--- src/rtl/alu_cmd_sequencer_pkg.sv ---
// Shared definitions for the ALU command sequencer: opcodes, FSM states and
// the 18-bit instruction word layout.
package alu_cmd_sequencer_pkg;

  localparam int INSTR_W = 18;

  localparam logic [1:0] OP_ADD = 2'b00;
  localparam logic [1:0] OP_MUL = 2'b01;
  localparam logic [1:0] OP_AND = 2'b10;
  localparam logic [1:0] OP_XOR = 2'b11;

  typedef enum logic [1:0] {
    ST_IDLE    = 2'd0,
    ST_ISSUE   = 2'd1,
    ST_CAPTURE = 2'd2,
    ST_HOLD    = 2'd3
  } state_e;

  // Opcode occupies the MSBs, operand B the LSBs.
  typedef struct packed {
    logic [1:0] op;
    logic [7:0] a;
    logic [7:0] b;
  } instr_t;

endpackage

--- src/rtl/alu_cmd_sequencer_alu8bit.sv ---
// Combinational 8-bit ALU: ADD with signed overflow and carry, signed 8x8
// multiply split across X (high byte) and Y (low byte), bitwise AND and XOR.
module alu8bit
  import alu_cmd_sequencer_pkg::*;
(
  input  logic [1:0] op,
  input  logic [7:0] a,
  input  logic [7:0] b,
  output logic [7:0] x,
  output logic [7:0] y,
  output logic       ovf,
  output logic       carry
);

  logic [8:0]         sum;
  logic signed [15:0] prod;

  assign sum  = {1'b0, a} + {1'b0, b};
  assign prod = $signed(a) * $signed(b);

  always_comb begin
    x     = '0;
    y     = '0;
    ovf   = 1'b0;
    carry = 1'b0;
    case (op)
      OP_ADD: begin
        x     = sum[7:0];
        carry = sum[8];
        ovf   = (a[7] == b[7]) && (sum[7] != a[7]);
      end
      OP_MUL:  {x, y} = prod;
      OP_AND:  x = a & b;
      OP_XOR:  x = a ^ b;
      default: ;
    endcase
  end

endmodule

--- src/rtl/alu_cmd_sequencer.sv ---
// Queues ALU commands in a small FIFO and runs each through a four-state
// issue/capture/hold sequence, presenting tagged results on a response port.
module alu_cmd_sequencer
  import alu_cmd_sequencer_pkg::*;
#(
  parameter int DEPTH = 4
) (
  input  logic       clk,
  input  logic       rst_n,
  input  logic       flush,
  input  logic       cmd_valid,
  output logic       cmd_ready,
  input  logic [1:0] cmd_op,
  input  logic [7:0] cmd_a,
  input  logic [7:0] cmd_b,
  output logic       rsp_valid,
  input  logic       rsp_ready,
  output logic [7:0] rsp_x,
  output logic [7:0] rsp_y,
  output logic       rsp_ovf,
  output logic       rsp_carry,
  output logic [1:0] rsp_tag,
  output logic [7:0] ovf_count
);

  localparam int PTR_W = $clog2(DEPTH);
  localparam int CNT_W = PTR_W + 1;
  localparam logic [CNT_W-1:0] FULL_CNT = CNT_W'(DEPTH);

  state_e             state_q, state_d;
  instr_t             mem_q [DEPTH];
  instr_t             mem_d [DEPTH];
  logic [PTR_W-1:0]   wr_ptr_q, wr_ptr_d, rd_ptr_q, rd_ptr_d;
  logic [CNT_W-1:0]   count_q, count_d;
  instr_t             instr_q, instr_d;
  logic               ready_en_q, ready_en_d;
  logic               rsp_valid_q, rsp_valid_d;
  logic [7:0]         rsp_x_q, rsp_x_d, rsp_y_q, rsp_y_d;
  logic               rsp_ovf_q, rsp_ovf_d, rsp_carry_q, rsp_carry_d;
  logic [1:0]         rsp_tag_q, rsp_tag_d, tag_q, tag_d;
  logic [7:0]         ovf_count_q, ovf_count_d;
  logic               push, pop, capture, release_rsp;
  logic [7:0]         alu_x, alu_y;
  logic               alu_ovf, alu_carry;

  alu8bit u_alu (
    .op    (instr_q.op),
    .a     (instr_q.a),
    .b     (instr_q.b),
    .x     (alu_x),
    .y     (alu_y),
    .ovf   (alu_ovf),
    .carry (alu_carry)
  );

  // ready_en_q keeps cmd_ready low until the first edge after reset release.
  assign cmd_ready = ready_en_q && (count_q != FULL_CNT) && !flush;
  assign push      = cmd_valid && cmd_ready;

  always_ff @(posedge clk or negedge rst_n) begin
    if (!rst_n) state_q <= ST_IDLE;
    else        state_q <= state_d;
  end

  always_comb begin
    state_d = state_q;
    if (flush) begin
      state_d = ST_IDLE;
    end else begin
      case (state_q)
        ST_IDLE:    if (count_q != '0) state_d = ST_ISSUE;
        ST_ISSUE:   state_d = ST_CAPTURE;
        ST_CAPTURE: state_d = ST_HOLD;
        ST_HOLD:    if (rsp_ready) state_d = ST_IDLE;
        default:    state_d = ST_IDLE;
      endcase
    end
  end

  always_comb begin
    pop         = 1'b0;
    capture     = 1'b0;
    release_rsp = 1'b0;
    if (!flush) begin
      case (state_q)
        ST_IDLE:    pop = (count_q != '0);
        ST_CAPTURE: capture = 1'b1;
        ST_HOLD:    release_rsp = rsp_ready;
        default:    ;
      endcase
    end
  end

  always_comb begin
    mem_d      = mem_q;
    wr_ptr_d   = wr_ptr_q;
    rd_ptr_d   = rd_ptr_q;
    count_d    = count_q;
    instr_d    = instr_q;
    ready_en_d = 1'b1;
    if (push) begin
      mem_d[wr_ptr_q] = {cmd_op, cmd_a, cmd_b};
      wr_ptr_d        = wr_ptr_q + PTR_W'(1);
    end
    if (pop) begin
      instr_d  = mem_q[rd_ptr_q];
      rd_ptr_d = rd_ptr_q + PTR_W'(1);
    end
    case ({push, pop})
      2'b10:   count_d = count_q + CNT_W'(1);
      2'b01:   count_d = count_q - CNT_W'(1);
      default: ;
    endcase
    if (flush) begin
      wr_ptr_d = '0;
      rd_ptr_d = '0;
      count_d  = '0;
    end
  end

  // Tag counter and ovf_count survive a flush; only the pending response is dropped.
  always_comb begin
    rsp_valid_d = rsp_valid_q;
    rsp_x_d     = rsp_x_q;
    rsp_y_d     = rsp_y_q;
    rsp_ovf_d   = rsp_ovf_q;
    rsp_carry_d = rsp_carry_q;
    rsp_tag_d   = rsp_tag_q;
    tag_d       = tag_q;
    ovf_count_d = ovf_count_q;
    if (capture) begin
      rsp_valid_d = 1'b1;
      rsp_x_d     = alu_x;
      rsp_y_d     = alu_y;
      rsp_ovf_d   = alu_ovf;
      rsp_carry_d = alu_carry;
      rsp_tag_d   = tag_q;
      tag_d       = tag_q + 2'd1;
      if (alu_ovf && (ovf_count_q != 8'hFF)) ovf_count_d = ovf_count_q + 8'd1;
    end
    if (release_rsp || flush) rsp_valid_d = 1'b0;
  end

  always_ff @(posedge clk or negedge rst_n) begin
    if (!rst_n) begin
      mem_q       <= '{default: '0};
      wr_ptr_q    <= '0;
      rd_ptr_q    <= '0;
      count_q     <= '0;
      instr_q     <= '0;
      ready_en_q  <= 1'b0;
      rsp_valid_q <= 1'b0;
      rsp_x_q     <= '0;
      rsp_y_q     <= '0;
      rsp_ovf_q   <= 1'b0;
      rsp_carry_q <= 1'b0;
      rsp_tag_q   <= '0;
      tag_q       <= '0;
      ovf_count_q <= '0;
    end else begin
      mem_q       <= mem_d;
      wr_ptr_q    <= wr_ptr_d;
      rd_ptr_q    <= rd_ptr_d;
      count_q     <= count_d;
      instr_q     <= instr_d;
      ready_en_q  <= ready_en_d;
      rsp_valid_q <= rsp_valid_d;
      rsp_x_q     <= rsp_x_d;
      rsp_y_q     <= rsp_y_d;
      rsp_ovf_q   <= rsp_ovf_d;
      rsp_carry_q <= rsp_carry_d;
      rsp_tag_q   <= rsp_tag_d;
      tag_q       <= tag_d;
      ovf_count_q <= ovf_count_d;
    end
  end

  assign rsp_valid = rsp_valid_q;
  assign rsp_x     = rsp_x_q;
  assign rsp_y     = rsp_y_q;
  assign rsp_ovf   = rsp_ovf_q;
  assign rsp_carry = rsp_carry_q;
  assign rsp_tag   = rsp_tag_q;
  assign ovf_count = ovf_count_q;

endmodule

--- config.mk ---
export PLATFORM = sky130hd
export DESIGN_NAME = alu_cmd_sequencer
export DESIGN_NICKNAME = d
export VERILOG_FILES = /design/src/rtl/alu_cmd_sequencer_pkg.sv /design/src/rtl/alu_cmd_sequencer_alu8bit.sv /design/src/rtl/alu_cmd_sequencer.sv
export SDC_FILE = /design/constraint.sdc
export NUM_CORES = 1
export LEC_CHECK = 0
export ABC_AREA = 0
export BUFFER_PORTS_ARGS = -buffer_cell sky130_fd_sc_hd__clkbuf_2
export CELL_PAD_IN_SITES_DETAIL_PLACEMENT = 1
export CELL_PAD_IN_SITES_GLOBAL_PLACEMENT = 2
export CORE_ASPECT_RATIO = 1.4
export CORE_UTILIZATION = 45
export DETAILED_ROUTE_END_ITERATION = 6
export PLACE_DENSITY = 0.9
export SLEW_MARGIN = 15
export SYNTH_ARGS = -nofsm -noshare
export SYNTH_HDL_FRONTEND = slang
export SYNTH_SLANG_ARGS = --single-unit
--- constraint.sdc ---
create_clock -name clk -period 6.7 [get_ports clk]
set_input_delay 0.67 -clock clk [delete_from_list [all_inputs] [get_ports clk]]
set_output_delay 0.67 -clock clk [all_outputs]
set_load 0.05 [all_outputs]
## Yosys cells after proc, flatten, opt, wreduce, memory -nomap -nowiden

Index checks and enable logic that the tools add are counted.

- Flip-flop bits (word level): 131
- Bits in latches: 0
- RAM bits: 0
- ROM bits: 0
- Bits of input ports: 23
- Output and inout port bits: 30
- Logic and storage cells: 102
- Memories kept: 0

- Add/sub/neg operators: 7
- Multiply operators: 1
- Divide/modulo/power cells: 0
- $lt $le $gt $ge: 3
- Eq/ne operators: 14
- Shift-type cells: 0
- Multiplexer cells: 28
- Bitwise gates (word level): 4
- Reduce and logical (&&, ||, !) cells: 17

Operators with widths:

| operator | number |
|---|---|
| $bwmux W72 | 1 |
| $mux W18 | 3 |
| $bmux W18 S2 | 1 |
| $demux W18 S2 | 1 |
| $pmux W8 S4 | 1 |
| $mul A8 B8 Y16 | 1 |
| $mux W2 | 7 |
| $eq A2 B2 Y1 const B | 5 |
| $mux W1 | 10 |
| $add A8 B8 Y9 | 1 |
| $ne A3 B3 Y1 const B | 3 |
| $add A8 B1 Y8 const B | 1 |
| $and A8 B8 Y8 | 1 |
| $mux W8 | 1 |
| $ne A8 B8 Y1 const B | 1 |
| $pmux W2 S4 | 1 |
| $xor A8 B8 Y8 | 1 |
| $add A2 B1 Y2 const B | 3 |
| $eq A2 B1 Y1 const B | 3 |
| $ge A3 B3 Y1 const B | 2 |
| $logic_and A1 B1 Y1 | 6 |
| $not A2 Y3 | 2 |
| $pmux W3 S2 | 1 |
| $reduce_bool A2 Y1 | 3 |
| other kinds (11) | 14 |

## Depth between registers and ports, before layout

Gate-level depths: netlist of run 1.

- Word-level depth: 7
- Mapped depth: 18
- Depth with buffers taken out: 18

## Cells and area by module

A second synthesis of run 1 with hierarchy kept.

- Cell total of the unflattened synthesis: 748
- Area, all modules: 9063.7 um^2

By module, submodules not included:

| module | times used | cells each | area each (um^2) | sequential area each (um^2) |
|---|---|---|---|---|
| alu_cmd_sequencer | 1 | 379 | 5935.7 | 3278.1 |
| alu8bit | 1 | 369 | 3128.0 | 0.0 |

## Worst setup path after synthesis of run 1

OpenSTA, ideal clock, no wires.

- Path type: register -> register
- Start: register instr_q[3] (netlist name)
- End: register rsp_x_q[5] (netlist: rsp_x[5])
- Data arrival time: 4.521 ns
- Data required time: 6.582 ns
- Setup slack: 2.061 ns
- Cell stages (with the launch flop): 18
- Path buffers: 0
- Period minus slack after synthesis: 4.639 ns
- Cell sequence: dfrtp_1 > and2_1 > fa_1 > inv_1 > fa_1 > inv_1 > fa_1 > inv_1 > fa_1 > inv_1 > ha_1 > a21o_1 > a21o_1 > a31oi_1 > xnor2_1 > mux4_2 > nand2_1 > nand2_1

- Longest elaborated chain between the ends: 2
- Elaborated cells between the ends (all ways): 3

Ends and longest elaborated chain:

| element | RTL line | text |
|---|---|---|
| start, declared | alu_cmd_sequencer.sv:35 | `instr_t instr_q, instr_d;` |
| start signal, assigned | alu_cmd_sequencer.sv:165 | `instr_q <= instr_d;` |
| $mul A8 B8 Y16 / $add A8 B8 Y9 (equally long branches) | alu_cmd_sequencer_alu8bit.sv:19, alu_cmd_sequencer_alu8bit.sv:18 |  |
| $pmux W8 S4 * | alu_cmd_sequencer_alu8bit.sv:26 | `case (op)` |
| end signal, assigned | alu_cmd_sequencer.sv:168 | `rsp_x_q <= rsp_x_d;` |
| end, declared | alu_cmd_sequencer.sv:38 | `logic [7:0] rsp_x_q, rsp_x_d, rsp_y_q, rsp_y_d;` |

Every way passes the cells marked *; elsewhere a longest branch is shown, timed or not.
A chain may end at the register's enable or synchronous reset.

## Worst setup path in the final report of run 1

- Start: register instr_q[2] (netlist name)
- End: register rsp_x_q[5] (netlist: rsp_x[5])

Same word-level chain as after synthesis.

==> results of run 1 <==
## layout make-up
class / count / area [um2]
sequential: 131 / 3280
clock inverter: 15 / 183
inverter: 103 / 387
timing repair buffer: 56 / 293
tap: 244 / 305
multi-input combinational: 492 / 4890
clock buffer: 17 / 425
fill: 1999 / 8910
## synthesized netlist by cell type (3+ instances only)
cell / count / area share [%]
nand2_1: 55 / 2.4
xnor2_1: 21 / 2.1
a22o_1: 4 / 0.41
nor2_1: 29 / 1.3
or3_1: 3 / 0.22
ha_1: 46 / 6.7
nor3_1: 7 / 0.41
and2_1: 39 / 2.8
fa_1: 57 / 13
dfrtp_1: 131 / 38
nand3_1: 7 / 0.41
nor2b_1: 14 / 1.0
o21ai_0: 23 / 1.3
clkbuf_1: 12 / 0.52
a31oi_1: 4 / 0.29
mux2_2: 89 / 12
xor2_1: 10 / 1.0
a21o_1: 5 / 0.43
a21oi_1: 10 / 0.58
inv_1: 103 / 4.5
nand2b_1: 7 / 0.51
mux4_2: 21 / 5.5
mux2i_1: 3 / 0.35
a211oi_1: 4 / 0.35
buf_2: 7 / 0.41
o31ai_1: 4 / 0.35
o21a_1: 3 / 0.26
## flip-flops by register name, summed over array words and instances (netlist names)
signal and count:
state_q 2, ready_en_q 1, rsp_carry 1, wr_ptr_q 2
mem_q 72, rsp_ovf 1, tag_q 2, rsp_x 8
count_q 3, rd_ptr_q 2, rsp_y 8, instr_q 18
rsp_valid 1, rsp_tag 2, ovf_count 8
## how the worst min path moves through the flow
stage,endpoint,start,cells after the start,slack [ps]
final,rsp_y[3],rst_n,1,320
after global routing,rsp_y[3],rst_n,1,390
after CTS,rsp_y[3],rst_n,1,350
after detailed placement,rsp_x[4],rsp_x[4],2,460
after global placement,rsp_x[4],rsp_x[4],2,450
after floorplan,count_q[0],rst_n,0,370
## worst max-delay path, stage by stage, from the launching register on
cell and delay (ps):
dfrtp_1 470, nand2_1 170, inv_1 100, fa_1 590
inv_1 150, fa_1 550, inv_1 60, fa_1 540
inv_1 60, fa_1 520, inv_1 40, ha_1 340
a21o_1 180, a21o_1 170, a31oi_1 250, xnor2_1 100
mux4_2 440, nand2_1 80, nand2_1 50
## stage by stage
stage | utilization, % | cell area [um2] | hold WS, ps | instances
2_1_floorplan | - | 8650 | 374 | 747
3_3_place_gp | 49.0 | 9160 | 452 | 1026
3_5_place_dp | 49.0 | 9160 | 459 | 1026
4_1_cts | 52.3 | 9760 | 347 | 1058
5_1_grt | 52.3 | 9760 | 387 | 1058
6_report | 52.3 | 9760 | 318 | 1058
## cells by family after synthesis
kind of cell    Yosys count  share of synthesized area [%]
simple gates            171                           10.2
flops                   131                           37.9
buf+inv                 124                           5.53
mux                     113                           17.4
fa+ha+maj               103                           19.8
compound gates           72                           5.58
xor+xnor                 32                           3.46
other cells               1                         0.0434
## routing by layer
metal  up-vias  part of all wire [%]
li1       2599                     -
met1      2915                    41
met2        67                    55
met3        21                   2.3
met4         0                   1.9
met5         -                     0
==> impl_metrics.json, run 1 <==
{
  "r2r_cells": 18,
  "area_delta_synth_final_pct": 12.9,
  "hold_class": "in -> async",
  "hold_viol": 0,
  "yosysUniqueCellTypes": 51,
  "cts-root-buf": "clkbuf_16",
  "fp.coreArea_mm2": 0.0187,
  "grt_pass1_wl_um": 33700,
  "start_kind": "register",
  "dpl_worst_slack_ps": 1710,
  "dieHeight_um": 166,
  "ys_warn_count": 0,
  "io_buffers": 52,
  "path_max_fanout": 9,
  "fin_tns_setup_ps": 0,
  "timing.final.ws_setup_ps": 1740,
  "reg2reg_to": "rsp_x[5]",
  "maxCapViolations": 0,
  "grt_pass1_vias": 6491,
  "rows": 59,
  "synth_edf_count": 0,
  "top_usage_layer": "met2",
  "use_met1_pct": 25.4,
  "drive_gt1_share_pct": 25.7,
  "drt-initial-drc-count": 185,
  "syn-num-nets": 873,
  "grt-ovfl-total": 0,
  "slew_violations": 0,
  "grt.met3_usage_pct": 3.74,
  "fin_crit_sh_pct": 74.0,
  "finalNetCount": 927,
  "cp-end-kind": "register",
  "rsz0062_at_grt": "false",
  "cts_sinks": 131,
  "finalSetupViolations": 0,
  "gp_congestion": 0.846,
  "slew_headroom_pct": 32.9,
  "first_pass_iters": 5,
  "ys_seq_area_share_pct": 37.9,
  "tightest_slew_ps": 1010,
  "boundaryPins": 53,
  "syn_area_mm2": 0.00865,
  "fmax_mhz": 202,
  "synthArstFlopShare_pct": 100,
  "wire_per_inst_um": 18.6,
  "die-area_mm2": 0.0198,
  "cts_htree_levels": 4,
  "ys_seq_elements": 131,
  "clk_pin_slew_ps": 60,
  "cts_setup_buffers": 0,
  "grt_max_degree": 75,
  "wirelength_um": 19700,
  "cts_tree": "yes",
  "post-dp-hpwl_um": 14800,
  "worst_clock_skew_ps": 6.64,
  "synth_cells": 747,
  "required_ps": 7020,
  "drcViolationCount": 0,
  "holdBufCountCts": 0,
  "synth_flop_cell": "dfrtp_1",
  "worstSkewPairLatency_ps": 430,
  "timing.rr.start": "instr_q[2]",
  "num_vias": 5602,
  "most-common-layout-cells": "dfrtp_1 (131), inv_1 (103), mux2_2 (89)",
  "viasPerCell": 5.29,
  "antenna_found_initial": 0,
  "cts_buffers": 17,
  "start_util_pct": 46.3,
  "crit_end": "rsp_x[5]",
  "critPathArrivalTime_ps": 5280,
  "postCtsResizedCells": 0,
  "antenna_cells": 0,
  "startpoint": "instr_q[2]",
  "final_antenna_net_count": 0,
  "path_class": "reg -> reg",
  "clockBufferDepth": 2,
  "status": "finished clean",
  "track_usage_pct": 21.9,
  "min_period_ps": 4960,
  "avgSynthCellArea_um2": 11.6,
  "r2r_slack_ps": 1740,
  "use_met2_pct": 40.1,
  "final_common_cell": "dfrtp_1",
  "die_x_um": 119
}
Power of run 1 is not shown: default switching activity piles up to over one toggle a cycle in this logic, so the estimate is an artifact.
==> run 2: changes to the inputs <==
- CORE_UTILIZATION: 45 -> 38
- PLACE_DENSITY: 0.9 -> 0.82
- clock period: 6.7 -> 4.28 ns (I/O delays scaled with it)
==> run 2 against run 1 <==
  * The run now ends with negative setup slack left
  * Worst setup slack worse by 1900 ps
  * Wire length increased by 1.1%
  * Cell count rose by 11%
  * First-iteration DRC count is 24% lower
  * Critical path depth unchanged
==> impl_metrics.json, run 2 (synthesis gave the netlist of run 1 again) <==
{
  "grt_max_degree": 101,
  "dieHeight_um": 181,
  "tightest_slew_ps": 928,
  "rows": 64,
  "die_x_um": 130,
  "track_usage_pct": 19.0,
  "crit_slowest_cell": "fa_1",
  "slew_headroom_pct": 38.0,
  "path_max_fanout": 7,
  "fp.coreArea_mm2": 0.0221,
  "min_period_ps": 4420,
  "design_area_mm2": 0.0106,
  "boundaryPins": 53,
  "viasPerCell": 4.86,
  "critPathArrivalTime_ps": 4740,
  "status": "finished, violations left",
  "die-area_mm2": 0.0234,
  "worstSkewPairLatency_ps": 420,
  "largest_reg_flops": 72,
  "antenna_found_initial": 0,
  "most-common-layout-cells": "dfrtp_1 (119), inv_1 (93), mux2_2 (89)",
  "crit_path_frequent_cell": "fa_1",
  "worst_clock_skew_ps": 7.18,
  "r2r_slack_ps": -140,
  "cp-end-kind": "register",
  "fmax_mhz": 226,
  "start_kind": "register",
  "grt_pass1_wl_um": 34100,
  "wire_per_inst_um": 16.9,
  "cts_htree_levels": 4,
  "path_buf_inv": 5,
  "path_cells": "and2_4 > fa_1 > inv_1 > fa_1 > inv_2 > fa_1 > inv_1 > fa_1 > inv_2 > ha_4 > o21ai_2 > o211ai_1 > buf_4 > a31oi_4 > xnor2_1 > mux4_2 > nand2_1 > nand2_1",
  "hold_viol": 0,
  "grt_pass1_vias": 6525,
  "cts_sinks": 131,
  "timing.final.ws_setup_ps": -141,
  "drive_gt1_share_pct": 37.7,
  "clockBufferDepth": 2,
  "slew_violations": 0,
  "reg_top3": "mem_q: 72 flops, instr_q: 18 flops",
  "path_class": "reg -> reg",
  "post-dp-hpwl_um": 14300,
  "finish.utilization_pct": 48.1,
  "num_vias": 5723,
  "cts_buffers": 17,
  "area_delta_synth_final_pct": 22.9,
  "dpl_worst_slack_ps": -312,
  "cts-root-buf": "clkbuf_16",
  "gp_congestion": 0.814,
  "holdBufCountCts": 0,
  "final_common_cell": "dfrtp_1",
  "cts_tree": "yes",
  "drt-initial-drc-count": 141,
  "dpl_cell_area_mm2": 0.00972,
  "required_ps": 4600,
  "finalNetCount": 995,
  "violations": "negative setup slack",
  "start_util_pct": 39.1,
  "io_buffers": 52,
  "hold_class": "in -> async",
  "wirelength_um": 19900,
  "fin_tns_setup_ps": -392,
  "regMostFlops": "mem_q",
  "first_pass_iters": 4,
  "path_delay_family": "adder cells",
  "maxCapViolations": 0,
  "critPathMaxStageDelay_ps": 530,
  "finalSetupViolations": 4,
  "antenna_cells": 0,
  "nFillCells": 2429,
  "final_antenna_net_count": 0,
  "rsz0062_at_grt": "true",
  "drcViolationCount": 0,
  "fin_crit_sh_pct": 103,
  "grt-ovfl-total": 0,
  "clk_pin_slew_ps": 60
}
-- run 2: worst reg2reg max path: stages (launching register included) --
cell	delay (ps)
dfrtp_2	460
and2_4	160
fa_1	530
inv_1	50
fa_1	490
inv_2	50
fa_1	530
inv_1	50
fa_1	500
inv_2	50
ha_4	260
o21ai_2	60
o211ai_1	160
buf_4	160
a31oi_4	100
xnor2_1	140
mux4_2	440
nand2_1	80
nand2_1	40
-- run 2: final cells by class --
cell class	instances	area, um2	share of cell area (%)
Clock buffer	19	443	4.17
Clock inverter	11	155	1.46
Inverter	103	387	3.64
Multi-Input combinational cell	492	5150	48.5
Sequential cell	131	3290	31.0
Tap cell	297	372	3.50
Timing Repair Buffer	124	826	7.77
-- run 2: per-stage QoR --
step                      std cells  hold WS (ps)
final                          1177          96.9
after floorplan                 747           132
after global placement         1135           455
after detailed placement       1135           461
after global routing           1177           177
after CTS                      1174           144
-- run 2: path summary, 6_finish.rpt --
kind	depth (start not counted)	to	from
worst max-delay path	18	rsp_x[5]	instr_q[3]
worst min-delay path	1	ovf_count[4]	rst_n
worst max register to register	18	rsp_x[5]	instr_q[3]
worst min register to register	2	rsp_x[4]	rsp_x[4]
max in group asynchronous	2	mem_q[29]	rst_n
min in group clk	2	rsp_valid	rsp_ready
-- run 2: what timing repair did --
item | CTS | global route
gates resized for setup | 40 | 16
gates cloned | 0 | 0
setup endpoints to repair | 7 | 8
pin swaps | 30 | 16
setup buffers | 9 | 3
-- run 2: routing by layer --
metal | up-vias | GRT usage (%) | part of all wire [%]
met5 | - | 0 | 0
met4 | 0 | 7.26 | 2.1
met3 | 26 | 2.35 | 1.4
met2 | 55 | 34.4 | 54
met1 | 2926 | 22.7 | 43
li1 | 2716 | - | -
Power of run 2 is left out for the same reason.
